**src/rtl/imem_access_arbiter_if.sv**
```systemverilog
// Bus bundle between the fetch stage, program loader, instruction memory and the arbiter.
// The arbiter takes the slave view; the surrounding environment takes the master view.
interface imem_access_arbiter_if #(
  parameter int unsigned ADDR_W = 32
) ();
  logic              f_req;
  logic [ADDR_W-1:0] f_addr;
  logic              f_gnt;
  logic              f_rvalid;
  logic [31:0]       f_rdata;
  logic              f_err;

  logic              l_req;
  logic              l_we;
  logic [ADDR_W-1:0] l_addr;
  logic [31:0]       l_wdata;
  logic              l_gnt;
  logic              l_rvalid;
  logic [31:0]       l_rdata;
  logic              l_err;
  logic              l_boot_done;

  logic              core_hold;

  logic              m_en;
  logic              m_we;
  logic [ADDR_W-1:0] m_addr;
  logic [31:0]       m_wdata;
  logic [31:0]       m_rdata;

  modport slave (
    input  f_req, f_addr, l_req, l_we, l_addr, l_wdata, l_boot_done, m_rdata,
    output f_gnt, f_rvalid, f_rdata, f_err, l_gnt, l_rvalid, l_rdata, l_err,
    output core_hold, m_en, m_we, m_addr, m_wdata
  );

  modport master (
    output f_req, f_addr, l_req, l_we, l_addr, l_wdata, l_boot_done, m_rdata,
    input  f_gnt, f_rvalid, f_rdata, f_err, l_gnt, l_rvalid, l_rdata, l_err,
    input  core_hold, m_en, m_we, m_addr, m_wdata
  );
endinterface

```
**src/rtl/imem_access_arbiter.sv**
```systemverilog
// Shares a single-port instruction memory between core fetch and the loader, holding the core
// until boot completes. Define IMEM_ARB_RR_EN for round-robin instead of loader priority.
module imem_access_arbiter #(
  parameter int unsigned ADDR_W      = 32,
  parameter int unsigned DEPTH_BYTES = 128,
  parameter int unsigned MAX_L_BURST = 4
) (
  input logic                  clk,
  input logic                  rst_n,
  imem_access_arbiter_if.slave bus
);

  typedef enum logic [1:0] {StIdle, StRespF, StRespL} state_e;

  localparam logic [ADDR_W-1:0] MaxAddr = ADDR_W'(DEPTH_BYTES - 4);

  state_e state_q, state_d;
  logic   core_hold_q, core_hold_d;
  logic   err_q, err_d;
  logic   we_q, we_d;

`ifdef IMEM_ARB_RR_EN
  logic last_f_q, last_f_d;
`else
  localparam int unsigned CntW = $clog2(MAX_L_BURST + 1);
  logic [CntW-1:0] l_consec_q, l_consec_d;
`endif

  logic              f_elig, pick_f, in_idle, gnt_f, gnt_l, any_gnt, win_bad;
  logic [ADDR_W-1:0] win_addr;

  always_comb begin
    f_elig  = bus.f_req & ~core_hold_q;
`ifdef IMEM_ARB_RR_EN
    pick_f  = f_elig & (~bus.l_req | ~last_f_q);
`else
    pick_f  = f_elig & (~bus.l_req | (l_consec_q == CntW'(MAX_L_BURST)));
`endif
    // Gating with rst_n keeps grants at their reset value while reset is held.
    in_idle = (state_q == StIdle) & rst_n;
    gnt_f   = in_idle & pick_f;
    gnt_l   = in_idle & bus.l_req & ~pick_f;
    any_gnt = gnt_f | gnt_l;

    win_addr = '0;
    if (gnt_f) begin
      win_addr = bus.f_addr;
    end else if (gnt_l) begin
      win_addr = bus.l_addr;
    end
    win_bad = (win_addr[1:0] != 2'b00) || (win_addr > MaxAddr);

    bus.f_gnt   = gnt_f;
    bus.l_gnt   = gnt_l;
    bus.m_en    = any_gnt & ~win_bad;
    bus.m_we    = gnt_l & bus.l_we & ~win_bad;
    bus.m_addr  = win_addr;
    bus.m_wdata = gnt_l ? bus.l_wdata : 32'h0;

    state_d     = gnt_f ? StRespF : (gnt_l ? StRespL : StIdle);
    err_d       = any_gnt & win_bad;
    we_d        = gnt_l & bus.l_we;
    core_hold_d = core_hold_q & ~bus.l_boot_done;

`ifdef IMEM_ARB_RR_EN
    last_f_d = last_f_q;
    if (gnt_f) begin
      last_f_d = 1'b1;
    end else if (gnt_l) begin
      last_f_d = 1'b0;
    end
`else
    l_consec_d = l_consec_q;
    if (gnt_f) begin
      l_consec_d = '0;
    end else if (gnt_l) begin
      if (!f_elig) begin
        l_consec_d = '0;
      end else if (l_consec_q != CntW'(MAX_L_BURST)) begin
        l_consec_d = l_consec_q + 1'b1;
      end
    end
`endif

    // Responses decode from registered state; rdata passes the array's 1-cycle read through.
    bus.f_rvalid  = (state_q == StRespF);
    bus.f_err     = bus.f_rvalid & err_q;
    bus.f_rdata   = (bus.f_rvalid & ~err_q) ? bus.m_rdata : 32'h0;
    bus.l_rvalid  = (state_q == StRespL);
    bus.l_err     = bus.l_rvalid & err_q;
    bus.l_rdata   = (bus.l_rvalid & ~err_q & ~we_q) ? bus.m_rdata : 32'h0;
    bus.core_hold = core_hold_q;
  end

  always_ff @(posedge clk or negedge rst_n) begin
    if (!rst_n) begin
      state_q     <= StIdle;
      core_hold_q <= 1'b1;
      err_q       <= 1'b0;
      we_q        <= 1'b0;
`ifdef IMEM_ARB_RR_EN
      last_f_q    <= 1'b1;
`else
      l_consec_q  <= '0;
`endif
    end else begin
      state_q     <= state_d;
      core_hold_q <= core_hold_d;
      err_q       <= err_d;
      we_q        <= we_d;
`ifdef IMEM_ARB_RR_EN
      last_f_q    <= last_f_d;
`else
      l_consec_q  <= l_consec_d;
`endif
    end
  end

endmodule

```
**src/flat_wrapper.sv**
```systemverilog
// flat-port wrapper written by rule: the top's interface ports become plain ports
module imem_access_arbiter_flat 
#(
  parameter int unsigned ADDR_W      = 32,
  parameter int unsigned DEPTH_BYTES = 128,
  parameter int unsigned MAX_L_BURST = 4
)
  (clk, rst_n, bus_f_req, bus_f_addr, bus_l_req, bus_l_we, bus_l_addr, bus_l_wdata, bus_l_boot_done, bus_m_rdata, bus_f_gnt, bus_f_rvalid, bus_f_rdata, bus_f_err, bus_l_gnt, bus_l_rvalid, bus_l_rdata, bus_l_err, bus_core_hold, bus_m_en, bus_m_we, bus_m_addr, bus_m_wdata);
  imem_access_arbiter_if #(.ADDR_W(ADDR_W)) bus_i ();
  input logic clk;
  input logic rst_n;
  input wire logic [$bits(bus_i.f_req)-1:0] bus_f_req;
  input wire logic [$bits(bus_i.f_addr)-1:0] bus_f_addr;
  input wire logic [$bits(bus_i.l_req)-1:0] bus_l_req;
  input wire logic [$bits(bus_i.l_we)-1:0] bus_l_we;
  input wire logic [$bits(bus_i.l_addr)-1:0] bus_l_addr;
  input wire logic [$bits(bus_i.l_wdata)-1:0] bus_l_wdata;
  input wire logic [$bits(bus_i.l_boot_done)-1:0] bus_l_boot_done;
  input wire logic [$bits(bus_i.m_rdata)-1:0] bus_m_rdata;
  output wire logic [$bits(bus_i.f_gnt)-1:0] bus_f_gnt;
  output wire logic [$bits(bus_i.f_rvalid)-1:0] bus_f_rvalid;
  output wire logic [$bits(bus_i.f_rdata)-1:0] bus_f_rdata;
  output wire logic [$bits(bus_i.f_err)-1:0] bus_f_err;
  output wire logic [$bits(bus_i.l_gnt)-1:0] bus_l_gnt;
  output wire logic [$bits(bus_i.l_rvalid)-1:0] bus_l_rvalid;
  output wire logic [$bits(bus_i.l_rdata)-1:0] bus_l_rdata;
  output wire logic [$bits(bus_i.l_err)-1:0] bus_l_err;
  output wire logic [$bits(bus_i.core_hold)-1:0] bus_core_hold;
  output wire logic [$bits(bus_i.m_en)-1:0] bus_m_en;
  output wire logic [$bits(bus_i.m_we)-1:0] bus_m_we;
  output wire logic [$bits(bus_i.m_addr)-1:0] bus_m_addr;
  output wire logic [$bits(bus_i.m_wdata)-1:0] bus_m_wdata;
  assign bus_i.f_req = bus_f_req;
  assign bus_i.f_addr = bus_f_addr;
  assign bus_i.l_req = bus_l_req;
  assign bus_i.l_we = bus_l_we;
  assign bus_i.l_addr = bus_l_addr;
  assign bus_i.l_wdata = bus_l_wdata;
  assign bus_i.l_boot_done = bus_l_boot_done;
  assign bus_i.m_rdata = bus_m_rdata;
  assign bus_f_gnt = bus_i.f_gnt;
  assign bus_f_rvalid = bus_i.f_rvalid;
  assign bus_f_rdata = bus_i.f_rdata;
  assign bus_f_err = bus_i.f_err;
  assign bus_l_gnt = bus_i.l_gnt;
  assign bus_l_rvalid = bus_i.l_rvalid;
  assign bus_l_rdata = bus_i.l_rdata;
  assign bus_l_err = bus_i.l_err;
  assign bus_core_hold = bus_i.core_hold;
  assign bus_m_en = bus_i.m_en;
  assign bus_m_we = bus_i.m_we;
  assign bus_m_addr = bus_i.m_addr;
  assign bus_m_wdata = bus_i.m_wdata;
  imem_access_arbiter #(.ADDR_W(ADDR_W), .DEPTH_BYTES(DEPTH_BYTES), .MAX_L_BURST(MAX_L_BURST)) u_core (.clk(clk), .rst_n(rst_n), .bus(bus_i));
endmodule
```
**config.mk**
```make
export PLATFORM = sky130hd
export DESIGN_NAME = imem_access_arbiter_flat
export DESIGN_NICKNAME = d
export VERILOG_FILES = /design/src/rtl/imem_access_arbiter_if.sv /design/src/rtl/imem_access_arbiter.sv /design/src/flat_wrapper.sv
export SDC_FILE = /design/constraint.sdc
export NUM_CORES = 1
export LEC_CHECK = 0
export CAP_MARGIN = 40
export CORE_AREA = 2 2 104 106
export CTS_BUF_LIST = sky130_fd_sc_hd__clkbuf_8
export DETAILED_ROUTE_END_ITERATION = 6
export DIE_AREA = 0 0 106 108
export GPL_TIMING_DRIVEN = 1
export SYNTH_ARGS = -nofsm -noshare
export SYNTH_HDL_FRONTEND = slang
export SYNTH_SLANG_ARGS = --single-unit
```
**constraint.sdc**
```tcl
create_clock -name clk -period 2.36 [get_ports clk]
set_input_delay 0.59 -clock clk [delete_from_list [all_inputs] [get_ports clk]]
set_output_delay 0.59 -clock clk [all_outputs]
set_load 0.01 [all_outputs]
```
==> impl_metrics.ini, run 1 <==
[die]
area_of_the_die_um2 = 11400
die_x_um = 106
starting_utilization_of_the_core_area_pct = 15.2
die_h_um = 108
fp-row-count = 37
design.core.area_um2 = 10200
num_io_pins = 271

[setup_path]
crit_required_ps = 1770
critPathKind = primary input to primary output
critPathCaptureType = primary output
timing.critical_path.slowest_cell_delay_ps = 280
path_delay_family = simple AND/OR/NAND/NOR gates
critical_path.cell_chain = dlygate4sd2_1 > nor4_1 > nand4_1 > o21a_4 > nor3b_2 > buf_2
signal_arrival_time_at_the_worst_endpoint_ps = 1940
timing.critical_path.from_type = primary input
cp_num_buf_inv = 2
worst-path-max-fanout = 3
critical_path.slowest_cell = sky130_fd_sc_hd__nor4_1

[routing]
routed-via-count = 3007
route.antenna.remaining_nets = 0
postRouteWirelength_um = 12300
firstDrtPassIters = 4
dr.first_iter.drc_count = 81
via_per_inst = 4.37
post-route-drc-count = 0
routedWlPerCell_um = 17.9

[power]
power.density_cell_area_nw_per_um2 = 379
worst_ir_drop_vdd_mv = 0.201
power_mw = 2.01
static-leakage-power_nw = 2.68

[timing]
holdWs_ps = 432
fin_crit_ps = 2530
maxSlewViolCount = 0
rsz_0062_raised_after_global_routing = true
least_margin_pin_slew_ps = 278
fin_tns_setup_ps = -2960
f_max_ghz = 0.395
final_clock_skew_ps = 6.03
final_hold_violations = 0
setup_violations = 57
relative_max_transition_margin_pct = 81.3
setup_ws_ps = -173
layout_worst_path_cycle_share_pct = 107

[placement]
port_buffers = 270
dp_cells = 646
detailedPlacementHpwl_um = 9260
gp_congestion = 0.818

[finish]
layout_cells_sized_above_1_pct = 52.9
layout.nets = 689
antenna_cells = 0
areaGrowthSynthToFinish_pct = 241
final_cell_count_without_fillers = 688
post-route-util_pct = 51.9

[clock_network]
tritoncts = done
h-tree-depth = 1
cts.reportedPaths.clkPinSlew_ps = 40
clk_path_buf_depth = 2
clock_sinks = 8
worst_skew_pair.late_latency_ps = 230
clk_root_buffer_cell = sky130_fd_sc_hd__clkbuf_8
cts_inserted_buffers = 3

[global_routing]
initial_antenna_violation_count = 0
grt_max_degree = 17
globalRouteTotalUtil_pct = 20.0
grt_first_pass_wirelength_um = 17800
via_count_of_the_first_global_routing_pass = 3257
sum_of_overflow_across_all_layers_after_global_routing = 0

[logic_synthesis]
yosys_register_bits = 8
synth.area.mux_share_pct = 0
synth_xor_area_share_pct = 0
average_size_of_a_mapped_cell_um2 = 7.50
synth_warnings = 0
combinational_family_with_the_most_area_after_synthesis = simple AND/OR/NAND/NOR gates
post_synth_inst_count = 208
synth_top_area_cell = sky130_fd_sc_hd__and2_1
ys_types = 34
ys_seq_area_share_pct = 12.9
synth-compound-area-share_pct = 23.3
synth-adder-area-share_pct = 1.61
postSynthNetCount = 344
synth_largest_type_area_fraction_pct = 39.7
synthesis.area_um2 = 1560
ys_top_cells_by_area = sky130_fd_sc_hd__and2_1 40%, sky130_fd_sc_hd__a22o_1 14%, sky130_fd_sc_hd__dfrtp_1 11%, sky130_fd_sc_hd__a22o_2 5.1%, sky130_fd_sc_hd__nor4_1 4.8%
post_synth_and_or_nand_nor_area_fraction_pct = 55.9

[status]
violations_in_the_final_reports = negative setup slack
outcome = complete, but fails checks

[hold_path]
holdCritPathClass = primary input to async pin

[job]
drv.max_cap_violation_count = 0
==> worst reg2reg max path, cell delays in order, from the launching register on <==
cell                       delay (ps)
sky130_fd_sc_hd__dfrtp_1          400
sky130_fd_sc_hd__or3b_4           430
sky130_fd_sc_hd__buf_4            150
sky130_fd_sc_hd__o21bai_1         190
sky130_fd_sc_hd__buf_4            160
sky130_fd_sc_hd__o21ai_0          160
sky130_fd_sc_hd__a22o_1           160
==> worst paths after layout <==
path	start	to	slack, ps	cells past startpoint
hold / removal	rst_n	u_core.l_consec_q[1]	430	4
setup reg to reg	u_core.state_q[0]	u_core.l_consec_q[2]	660	6
setup / recovery	bus_f_addr[16]	bus_m_we	-170	6
min in group clk	u_core.bus.core_hold	u_core.bus.core_hold	650	2
max in group asynchronous	rst_n	u_core.bus.core_hold	1720	4
hold reg to reg	u_core.bus.core_hold	u_core.bus.core_hold	650	2
==> synth_stat cells, drive strengths merged <==
library cell	number
a21boi	1
a22o	33
a31oi	2
and2	99
and2b	1
buf	7
clkbuf	9
dfrtp	7
dfstp	1
ha	2
inv	2
nand2	3
nand2b	2
nand3	3
nand4	2
nand4bb	1
nor2	1
nor2b	4
nor3	4
nor3b	2
nor4	12
o21a	2
o21ai	3
o21bai	1
or2	2
or2b	1
or3b	1
==> layout make-up <==
cell class / count / area (um2)
flip-flops and latches: 8 / 201
well taps: 136 / 170
clock inverters: 1 / 3.75
multi-input cells: 182 / 1630
clock buffers: 3 / 41.3
fillers: 1008 / 4920
inverters: 2 / 7.51
repair buffers: 356 / 3260
==> cell families (layout without fill, tap and decap cells) <==
| logic type | Yosys count | in the layout |
|---|---|---|
| compound gates | 42 | 42 |
| fa+ha+maj | 2 | 2 |
| buf+inv | 18 | 362 |
| flops | 8 | 8 |
| simple gates | 138 | 138 |
==> per-stage QoR <==
stage	worst slack (ps)	cell area, um2
final	-173	5310
after global routing	-221	5310
after CTS	-190	5140
after detailed placement	-1120	4780
after global placement	-1070	4780
after floorplan	146	1560
==> registers in the layout, summed over array words and instances (netlist names) <==
| register | cells |
|---|---|
| u_core.l_consec_q | 3 |
| u_core.state_q | 2 |
| u_core.bus.core_hold | 1 |
| u_core.err_q | 1 |
| u_core.we_q | 1 |
==> report_power, final <==
| group | total (mW) | internal [mW] | switching, mW |
|---|---|---|---|
| Sequential | 0.194 | 0.164 | 0.0298 |
| Clock | 0.171 | 0.113 | 0.0576 |
| Combinational | 1.65 | 0.995 | 0.652 |
==> layout by cell type, fill, tap and decap left out, types with 3 or more instances in the layout <==
master	Yosys	layout
sky130_fd_sc_hd__nor3_2	0	3
sky130_fd_sc_hd__buf_6	3	61
sky130_fd_sc_hd__dlygate4sd2_1	0	41
sky130_fd_sc_hd__and2_4	0	31
sky130_fd_sc_hd__clkbuf_2	1	10
sky130_fd_sc_hd__dfrtp_1	7	7
sky130_fd_sc_hd__a22o_4	0	8
sky130_fd_sc_hd__nor4_2	0	7
sky130_fd_sc_hd__buf_2	3	72
sky130_fd_sc_hd__buf_4	1	51
sky130_fd_sc_hd__nor4_4	0	4
sky130_fd_sc_hd__nor2b_4	0	3
sky130_fd_sc_hd__o21ai_0	3	3
sky130_fd_sc_hd__dlymetal6s2s_1	0	3
sky130_fd_sc_hd__clkdlybuf4s15_1	0	12
sky130_fd_sc_hd__nand2_1	3	3
sky130_fd_sc_hd__and2_1	99	68
sky130_fd_sc_hd__a22o_1	25	25
sky130_fd_sc_hd__clkbuf_8	0	3
sky130_fd_sc_hd__buf_8	0	5
sky130_fd_sc_hd__clkdlybuf4s50_1	0	83
sky130_fd_sc_hd__buf_12	0	14
==> routing by layer <==
metal  vias up  part of all wire, %  global-route usage (%)
met3        24                  7.6                    3.68
li1       1422                    -                       -
met2       193                   55                    40.2
met4         0                  2.9                    6.48
met1      1368                   34                    20.8
met5         -                    0                       0
==> repair_timing <==
action	4_1_cts	5_1_grt
pin swaps	50	54
setup endpoints to repair	132	111
resized for setup	618	141
hold buffers	0	0
setup buffers	20	18
gates cloned	13	2
Power figures use the tool's default switching activity.
==> inputs of run 2 (changes only) <==
--- a/config.mk
+++ b/config.mk
@@ -5,11 +5,12 @@
 export SDC_FILE = /design/constraint.sdc
 export NUM_CORES = 1
 export LEC_CHECK = 0
+export ABC_AREA = 1
 export CAP_MARGIN = 40
-export CORE_AREA = 2 2 104 106
+export CORE_AREA = 2 2 106 108
 export CTS_BUF_LIST = sky130_fd_sc_hd__clkbuf_8
 export DETAILED_ROUTE_END_ITERATION = 6
-export DIE_AREA = 0 0 106 108
+export DIE_AREA = 0 0 108 110
 export GPL_TIMING_DRIVEN = 1
 export SYNTH_ARGS = -nofsm -noshare
 export SYNTH_HDL_FRONTEND = slang
==> run 2 against run 1 <==
  * The flow still finishes with violations (negative setup slack)
  * Worst setup slack got worse by 310 ps
  * Fmax fell by 11%
  * Global-route usage fell by 3.9 points
  * Routed wire length fell by 9.9%
  * First-iteration DRC count rose by 62%
  * Clock-buffer cell count did not move
  * Non-clock buffer count fell by 2
  * Final cell count rose by 20%
  * Combinational power fell by 39%
  * Area after synthesis rose by 9.7%
  * Largest cell class unchanged
  * Highest routed layer is now met5
==> impl_metrics.ini, run 2 <==
[clock_network]
cts.reportedPaths.clkPinSlew_ps = 40
clock_sinks = 8
worst_skew_pair.late_latency_ps = 230
h-tree-depth = 1
clk_root_buffer_cell = sky130_fd_sc_hd__clkbuf_8
tritoncts = done
clk_path_buf_depth = 2
cts_inserted_buffers = 3

[placement]
gp_congestion = 0.873
placed_area_um2 = 4890
dp_worst_setup_slack_ps = -1060
port_buffers = 270
detailedPlacementHpwl_um = 8630

[timing]
least_margin_pin_slew_ps = 226
setup_ws_ps = -487
final_clock_skew_ps = 2.84
f_max_ghz = 0.351
setup_violations = 49
fin_crit_ps = 2850
maxSlewViolCount = 0
final_hold_violations = 0
layout_worst_path_cycle_share_pct = 121
rsz_0062_raised_after_global_routing = true
relative_max_transition_margin_pct = 85.0

[die]
starting_utilization_of_the_core_area_pct = 16.0
fp-row-count = 38
design.core.area_um2 = 10700
die_x_um = 108
area_of_the_die_um2 = 11900
die_h_um = 110
num_io_pins = 271

[power]
worst_ir_drop_vdd_mv = 0.149
static-leakage-power_nw = 3.03
power.density_cell_area_nw_per_um2 = 256
p_sw_mw = 0.479
seq_power_share_pct = 11.8
swShare_pct = 35.9
power_frac_comb_pct = 75.9
internal_power_mw = 0.855
p_clk_share_pct = 12.3

[setup_path]
timing.critical_path.from_type = flip-flop
worst-path-max-fanout = 6
crit_required_ps = 1770
critPathKind = flip-flop to primary output
critPathCaptureType = primary output
signal_arrival_time_at_the_worst_endpoint_ps = 2260

[finish]
most-common-layout-cells = 135 x sky130_fd_sc_hd__clkdlybuf4s50_1, 111 x sky130_fd_sc_hd__nor2_1, 76 x sky130_fd_sc_hd__inv_1
layout_cells_sized_above_1_pct = 33.9
final_common_cell = sky130_fd_sc_hd__clkdlybuf4s50_1
top_register = u_core.l_consec_q
layout.nets = 822
biggestRegsByFlops = u_core.l_consec_q: 3 flops, u_core.state_q: 2 flops
n_fill_cell = 1076
antenna_cells = 0
largest_register_ffs = 3
postLayoutCellArea_um2 = 5200
areaGrowthSynthToFinish_pct = 204

[routing]
routedWlPerCell_um = 13.5
post-route-drc-count = 0
routed-via-count = 3329
route.antenna.remaining_nets = 0
postRouteWirelength_um = 11100
via_per_inst = 4.04
dr.first_iter.drc_count = 131
firstDrtPassIters = 4

[global_routing]
sum_of_overflow_across_all_layers_after_global_routing = 0
globalRouteTotalUtil_pct = 16.1
via_count_of_the_first_global_routing_pass = 3218
grt_first_pass_wirelength_um = 15300
initial_antenna_violation_count = 1
grt_max_degree = 33

[logic_synthesis]
most_used_dff_post_synth = sky130_fd_sc_hd__dfrtp_1
most_numerous_cell_types_in_the_synthesized_netlist = 116 x sky130_fd_sc_hd__nor2_1, 79 x sky130_fd_sc_hd__inv_1, 60 x sky130_fd_sc_hd__nand2_1
synth_warnings = 0
ys_types = 23
synth_edf_count = 0
synth_largest_type_area_fraction_pct = 25.5
ys_seq_area_share_pct = 11.8
average_size_of_a_mapped_cell_um2 = 4.99
yosys_register_bits = 8
synthesis.area_um2 = 1710
ys_top_cells_by_area = sky130_fd_sc_hd__nor2_1 25%, sky130_fd_sc_hd__inv_1 17%, sky130_fd_sc_hd__nand2_1 13%, sky130_fd_sc_hd__dfrtp_1 10%, sky130_fd_sc_hd__nand3_2 5.3%
post_synth_inst_count = 343
ys_async_sr_fraction_pct = 100
synth_top_area_cell = sky130_fd_sc_hd__nor2_1
postSynthNetCount = 479
synth_most_common_cell = sky130_fd_sc_hd__nor2_1

[hold_path]
holdCritPathClass = primary input to async pin

[status]
violations_in_the_final_reports = negative setup slack
outcome = complete, but fails checks

[job]
drv.max_cap_violation_count = 0
[run 2: changes by cell type after synthesis, moves of 4 or more]
cell | previous run | this run
sky130_fd_sc_hd__nor4_1 | 12 | 0
sky130_fd_sc_hd__and2_1 | 99 | 0
sky130_fd_sc_hd__nor2_2 | 0 | 4
sky130_fd_sc_hd__a22o_1 | 25 | 5
sky130_fd_sc_hd__nor2_1 | 1 | 116
sky130_fd_sc_hd__nand2_1 | 3 | 60
sky130_fd_sc_hd__nand2_2 | 0 | 13
sky130_fd_sc_hd__inv_1 | 2 | 79
sky130_fd_sc_hd__a22o_2 | 8 | 0
sky130_fd_sc_hd__nand3_2 | 0 | 9
sky130_fd_sc_hd__nor2b_1 | 4 | 0
sky130_fd_sc_hd__nand3_1 | 3 | 10
[run 2: logic make-up after synthesis]
logic type / Yosys count / synth area share, %
AO/OA/AOI/OAI: 13 / 4.90
buffers and inverters: 96 / 23.6
adder cells (fa/ha/maj): 2 / 1.46
flip-flops: 8 / 11.8
AND/OR/NAND/NOR: 224 / 58.2
[run 2: metrics by stage]
step           util (%)  hold slack, ps  instances  TNS (ps)  total power, mW
2_1_floorplan         -             294        343     -54.3            0.421
3_3_place_gp       45.7             560        783    -52890            0.961
3_5_place_dp       45.7             572        783    -54750            0.965
4_1_cts            47.1             324        815     -2060             1.26
5_1_grt            48.6             316        825    -10560             1.43
6_report           48.6             323        825     -6000             1.33
[run 2: worst max-delay path, stage by stage, from the launching register on]
cell,delay (ps)
sky130_fd_sc_hd__dfrtp_1,390
sky130_fd_sc_hd__inv_2,80
sky130_fd_sc_hd__ha_4,150
sky130_fd_sc_hd__nand2_4,60
sky130_fd_sc_hd__nor2_4,110
sky130_fd_sc_hd__nor2_4,60
sky130_fd_sc_hd__buf_12,130
sky130_fd_sc_hd__buf_16,140
sky130_fd_sc_hd__nand2_4,50
sky130_fd_sc_hd__o21ai_2,50
sky130_fd_sc_hd__nor2_1,150
sky130_fd_sc_hd__nand2_2,100
sky130_fd_sc_hd__nor2_4,120
sky130_fd_sc_hd__nand2_2,80
sky130_fd_sc_hd__nor3_2,180
sky130_fd_sc_hd__buf_2,160
[run 2: path summary, 6_finish.rpt]
check                                          start              endpoint  slack [ps]  cells past startpoint
worst max-delay path            u_core.l_consec_q[1]              bus_m_en        -490                     15
worst min-delay path                           rst_n  u_core.l_consec_q[1]         320                      2
worst max register to register  u_core.l_consec_q[1]          u_core.err_q        -220                     21
worst min register to register  u_core.bus.core_hold  u_core.bus.core_hold         580                      3
max in group asynchronous                      rst_n  u_core.bus.core_hold        1830                      2
min in group clk                u_core.bus.core_hold  u_core.bus.core_hold         580                      3
[run 2: repair_timing]
item,4_1_cts,5_1_grt
pin swaps,29,14
gates resized for setup,367,74
setup buffers,25,10
endpoints found under the hold margin,0,0
gates cloned,3,0
hold buffers,0,0
endpoints found under the setup margin,132,71
[run 2: layout make-up]
cell class	count	area [um2]	share of cell area [%]
clock buffer	3	41.3	0.793
clock inverter	1	3.75	0.0721
inverter	80	310	5.96
multi-input combinational	239	1320	25.3
sequential	8	201	3.87
tap	140	175	3.37
timing repair buffer	354	3150	60.6
[run 2: power by group through the flow]
stage	Combinational [mW]	Sequential [mW]	Clock (mW)
floorplan	0.265	0.156	0
global placement	0.806	0.156	0
detailed placement	0.809	0.156	0
CTS	0.930	0.156	0.169
global route	1.08	0.158	0.189
finish	1.01	0.157	0.165
[run 2: routing by layer]
metal  wire, um  GRT usage, %
met5         13             0
met4        127          3.39
met3       1110          4.53
met1       3870          16.1
met2       5990          32.7
